**config.mk**
```make
export PLATFORM = sky130hd
export DESIGN_NAME = psum_deskew_buffer
export DESIGN_NICKNAME = d
export VERILOG_FILES = /design/src/rtl/psum_deskew_buffer.sv
export SDC_FILE = /design/constraint.sdc
export NUM_CORES = 1
export LEC_CHECK = 0
export ABC_CLOCK_PERIOD_IN_PS = 20600
export CAP_MARGIN = 20
export CORE_ASPECT_RATIO = 1.5
export CORE_MARGIN = 2
export CORE_UTILIZATION = 50
export CTS_CLUSTER_SIZE = 12
export DETAILED_ROUTE_END_ITERATION = 12
export GPL_TIMING_DRIVEN = 0
export PLACE_DENSITY = 0.74
export SLEW_MARGIN = 20
export SYNTH_ARGS = -nofsm -noshare
export SYNTH_HDL_FRONTEND = slang
export SYNTH_SLANG_ARGS = --single-unit
```
**constraint.sdc**
```tcl
create_clock -name clk -period 20.6 [get_ports clk]
set_clock_uncertainty 0.05 [all_clocks]
set_input_delay 4.12 -clock clk [delete_from_list [all_inputs] [get_ports clk]]
set_output_delay 4.12 -clock clk [all_outputs]
set_load 0.005 [all_outputs]
```
**src/rtl/psum_deskew_buffer.sv**
```systemverilog
// psum_deskew_buffer
// Captures the diagonally skewed C_out stream of the PE array (column c lags
// column 0 by c beats), stores it as a ROWS x COLS partial-sum tile, serves the
// tile row-by-row on a valid/ready port, and can regenerate the skewed stream
// so a later K-pass can accumulate on top of it through C_acc.
module psum_deskew_buffer #(
  parameter int DATA_WIDTH = 8,
  parameter int ROWS       = 4,
  parameter int COLS       = 4
) (
  input  logic                          clk,
  input  logic                          rst,
  input  logic                          clr,
  input  logic                          in_valid,
  input  logic [COLS*2*DATA_WIDTH-1:0]  in_data,
  output logic                          rd_valid,
  input  logic                          rd_ready,
  output logic [COLS*2*DATA_WIDTH-1:0]  rd_data,
  output logic [$clog2(ROWS)-1:0]       rd_row,
  output logic                          rd_last,
  input  logic                          replay_start,
  output logic                          replay_valid,
  output logic [COLS*2*DATA_WIDTH-1:0]  replay_data,
  output logic                          busy,
  output logic                          tile_done,
  output logic                          short_err,
  output logic                          ovf_err
);

  localparam int LW = 2 * DATA_WIDTH;
  localparam int N  = ROWS + COLS - 1;
  localparam int CW = (N > 1) ? $clog2(N) : 1;
  localparam int RW = $clog2(ROWS);
  localparam logic [CW-1:0] LAST_BEAT = CW'(N - 1);
  localparam logic [RW-1:0] LAST_ROW  = RW'(ROWS - 1);

  typedef enum logic [1:0] {
    IDLE,
    CAPTURE,
    FULL,
    REPLAY
  } state_t;

  state_t          state;
  logic [CW-1:0]   beat_cnt;
  logic [CW-1:0]   replay_cnt;
  logic [LW-1:0]   tile_buf [ROWS][COLS];
  logic [CW-1:0]   wr_beat;
  logic            capture_en;

  // The first beat of a tile arrives while still in IDLE, so it is always beat 0.
  always_comb begin
    wr_beat    = (state == IDLE) ? '0 : beat_cnt;
    capture_en = in_valid && ((state == IDLE) || (state == CAPTURE));
  end

  // Control FSM, counters, sticky flags and the tile storage itself.
  always_ff @(posedge clk) begin
    if (rst) begin
      state      <= IDLE;
      beat_cnt   <= '0;
      replay_cnt <= '0;
      rd_row     <= '0;
      tile_done  <= 1'b0;
      short_err  <= 1'b0;
      ovf_err    <= 1'b0;
      for (int r = 0; r < ROWS; r++) begin
        for (int c = 0; c < COLS; c++) begin
          tile_buf[r][c] <= '0;
        end
      end
    end else if (clr) begin
      state      <= IDLE;
      beat_cnt   <= '0;
      replay_cnt <= '0;
      rd_row     <= '0;
      tile_done  <= 1'b0;
      short_err  <= 1'b0;
      ovf_err    <= 1'b0;
    end else begin
      tile_done <= 1'b0;

      if (capture_en) begin
        for (int r = 0; r < ROWS; r++) begin
          for (int c = 0; c < COLS; c++) begin
            if (r + c == int'(wr_beat)) begin
              tile_buf[r][c] <= in_data[c*LW +: LW];
            end
          end
        end
      end

      case (state)
        IDLE: begin
          if (in_valid) begin
            state    <= CAPTURE;
            beat_cnt <= CW'(1);
          end
        end

        CAPTURE: begin
          if (in_valid) begin
            if (beat_cnt == LAST_BEAT) begin
              state     <= FULL;
              beat_cnt  <= '0;
              tile_done <= 1'b1;
            end else begin
              beat_cnt <= beat_cnt + 1'b1;
            end
          end else begin
            short_err <= 1'b1;
            state     <= IDLE;
            beat_cnt  <= '0;
          end
        end

        FULL: begin
          if (in_valid) begin
            ovf_err <= 1'b1;
          end
          if (replay_start) begin
            if (rd_row == '0) begin
              state      <= REPLAY;
              replay_cnt <= '0;
            end
          end else if (rd_ready) begin
            if (rd_row == LAST_ROW) begin
              state  <= IDLE;
              rd_row <= '0;
            end else begin
              rd_row <= rd_row + 1'b1;
            end
          end
        end

        REPLAY: begin
          if (in_valid) begin
            ovf_err <= 1'b1;
          end
          if (replay_cnt == LAST_BEAT) begin
            state      <= FULL;
            replay_cnt <= '0;
          end else begin
            replay_cnt <= replay_cnt + 1'b1;
          end
        end

        default: state <= IDLE;
      endcase
    end
  end

  // Read and replay ports are decoded straight from the stored tile; a replay
  // request in FULL withholds the read so the two never both happen.
  always_comb begin
    busy         = (state != IDLE);
    rd_valid     = (state == FULL) && !replay_start;
    rd_last      = rd_valid && (rd_row == LAST_ROW);
    replay_valid = (state == REPLAY);
    rd_data      = '0;
    replay_data  = '0;
    if (state == FULL) begin
      for (int c = 0; c < COLS; c++) begin
        rd_data[c*LW +: LW] = tile_buf[rd_row][c];
      end
    end
    if (state == REPLAY) begin
      for (int r = 0; r < ROWS; r++) begin
        for (int c = 0; c < COLS; c++) begin
          if (r + c == int'(replay_cnt)) begin
            replay_data[c*LW +: LW] = tile_buf[r][c];
          end
        end
      end
    end
  end

endmodule

```
==> results.yml <==
critical_path:
  start_kind: "input pin"
  arrival_ns: 5.41
  rr_worst_depth: 5
  cp_max_fo: 5
  worstSetupPathType: "input pin to output port"
  critPathRequiredTime_ns: 16.43
  critPathCaptureType: "output port"
layout:
  nets: 1373
  synthToLayoutAreaGrowth_pct: 25.18
  final_util: 0.6350
  final_cell_mix: "edfxtp_1, clkdlybuf4s50_1, and2_1, clkbuf_1, nor2b_1"
  final_common_cell: "edfxtp_1"
  fin_cells: 1669
  n_fill_cell: 2124
  final_layout_size_suffix_gt1_frac: 0.1333
floorplan:
  start_util: 0.5073
  io_pins: 207
  dieHeight_um: 209.9
  rows: 75
  core_area_um2: 27870
  die_w_um: 141.3
  die_area_um2: 29660
global_route:
  grt_use_met2: 0.4839
  busiest_layer: "met2"
  grt-ovfl-total: 0
  grt_max_degree: 39
  use_met1: 0.3356
  grt_pass1_vias: 10510
  grtUsageMet3: 0.03612
  grt.total_usage: 0.2758
  antenna_found_initial: 3
  grt_pass1_wl_mm: 60.91
clock_tree:
  cts_sinks: 271
  postCtsSetupBuffers: 0
  numCtsBuffers: 27
  clk-insertion-delay-late_ns: 0.54
  cts_tree: "done"
  path_clk_slew_ns: 0.06
  cts_resized: 0
  cts_root_buffer: "clkbuf_16"
  cts_buffer_depth: 3
  htreeDepth: 1
  hold_buffers: 0
timing:
  final.setup.tns_ns: 0
  rsz0062_at_grt: "false"
  drv_slew: 0
  fin_crit_sh: 0.4648
  hold_violations: 0
  fmax_ghz: 0.1044
  finalSetupViolations: 0
  fin_hold_ws_ns: 0.4445
  tightest_slew_ns: 1.005
  period_minus_slack_ns: 9.575
  slew_headroom: 0.3247
power_and_ir_drop:
  p_leak_uw: 0.005974
  power_density_nw_per_um2: 64.20
  total_power_uw: 1136
  ir_drop_v: 0.00005400
synth:
  ys_types: 53
  synthesis.nets: 1126
  avgSynthCellArea_um2: 13.43
  synthFlopType: "edfxtp_1"
  syn-cell-area_um2: 14140
  synth_warnings: 0
  synth_edf_count: 256
  ys_ff_latch: 271
  seq_area_frac_synth: 0.5650
  synth_cells: 1053
  synthArstFlopShare: 0
routing:
  drt_pass1_iterations: 5
  routed_wl_mm: 41.30
  route.vias.total: 10158
  routed_via_density: 6.086
  avgRoutedWirePerCell_um: 24.75
  drtIter0Drc: 896
  drc: 0
  detail-route-antenna-nets: 0
min_path:
  holdCritPathClass: "flop to flop"
  min_delay_path_depth: 2
place:
  dp_hpwl_mm: 28.91
  placed_cells: 1617
  io_buffer_count: 205
  place_congestion: 0.8346
status:
  outcome: "complete, no violations"
job:
  cap_violations: 0
-- stage by stage --
step | setup WS [ns] | area [um^2]
after global placement | 6.291 | 16620
after global routing | 10.98 | 17700
after floorplan | 10.75 | 14140
after detailed placement | 11.05 | 16910
final | 11.02 | 17700
after CTS | 11.02 | 17690
-- final timing paths --
| path | endpoint | slack (ns) | startpoint |
|---|---|---|---|
| worst max-delay path | rd_last | 11.02 | replay_start |
| worst min-delay path | ovf_err | 0.44 | ovf_err |
| worst max register to register | tile_buf[2][12] | 17.97 | beat_cnt[2] |
| worst min register to register | ovf_err | 0.44 | ovf_err |
-- cell usage after synthesis (3+ instances only) --
master / n / area (um^2)
and2_1: 195 / 1220
a21oi_1: 22 / 110.1
a21o_1: 4 / 30.03
ha_1: 3 / 37.54
inv_1: 8 / 30.03
o31ai_1: 3 / 22.52
clkbuf_2: 7 / 35.03
nor2b_1: 67 / 419.2
nor2_1: 15 / 56.30
nand2_1: 37 / 138.9
a22oi_1: 15 / 112.6
nor3_1: 5 / 25.02
o2bb2ai_1: 16 / 140.1
clkbuf_1: 57 / 214.0
mux2_2: 16 / 180.2
nand2b_1: 4 / 25.02
a22o_1: 32 / 280.3
mux2i_1: 50 / 500.5
a31oi_1: 18 / 112.6
buf_4: 4 / 30.03
o21ai_0: 34 / 170.2
nand3_1: 17 / 85.08
edfxtp_1: 256 / 7687
a211oi_1: 3 / 22.52
and3b_1: 32 / 280.3
buf_2: 22 / 110.1
nand3b_1: 3 / 22.52
mux4_2: 64 / 1441
dfxtp_1: 15 / 300.3
-- registers in the layout, summed over array words and instances (netlist names), named ones only --
signal,count
replay_cnt,3
state,2
beat_cnt,3
short_err,1
tile_done,1
tile_buf,256
rd_row,2
ovf_err,1
-- critical path, stage by stage --
cell and delay [ns]:
clkdlybuf4s50_1 0.49, nor2_1 0.16, and2_1 0.14, clkdlybuf4s50_1 0.49
-- layout make-up --
class,instances,area (um^2),area share
diodes,3,7.507,0.0004242
plain buffers,93,407.9,0.02305
clock buffers,47,770.7,0.04355
clock inverters,2,13.76,0.0007777
inverters,8,30.03,0.001697
multi-input cells,681,5763,0.3257
flip-flops and latches,271,7988,0.4514
well taps,346,432.9,0.02446
repair buffers,218,2283,0.1290
-- report_power, final --
| part | switching (uW) | internal (uW) |
|---|---|---|
| registers | 9.81 | 620 |
| clock network | 199 | 252 |
| logic | 26.9 | 28.9 |
| total | 236 | 900 |
-- routing by layer --
metal	wire length [um]	vias up
li1	-	4467
met1	14920	5076
met2	21730	514
met3	2848	101
met4	1805	0
met5	0	-
-- cells by family after synthesis --
kind of cell,count (synthesis),synth area share
buf+inv,101,0.03098
mux,130,0.1501
flops,271,0.5650
compound gates,158,0.08001
simple gates,390,0.1713
fa+ha+maj,3,0.002655
(Power assumes the default switching activity.)
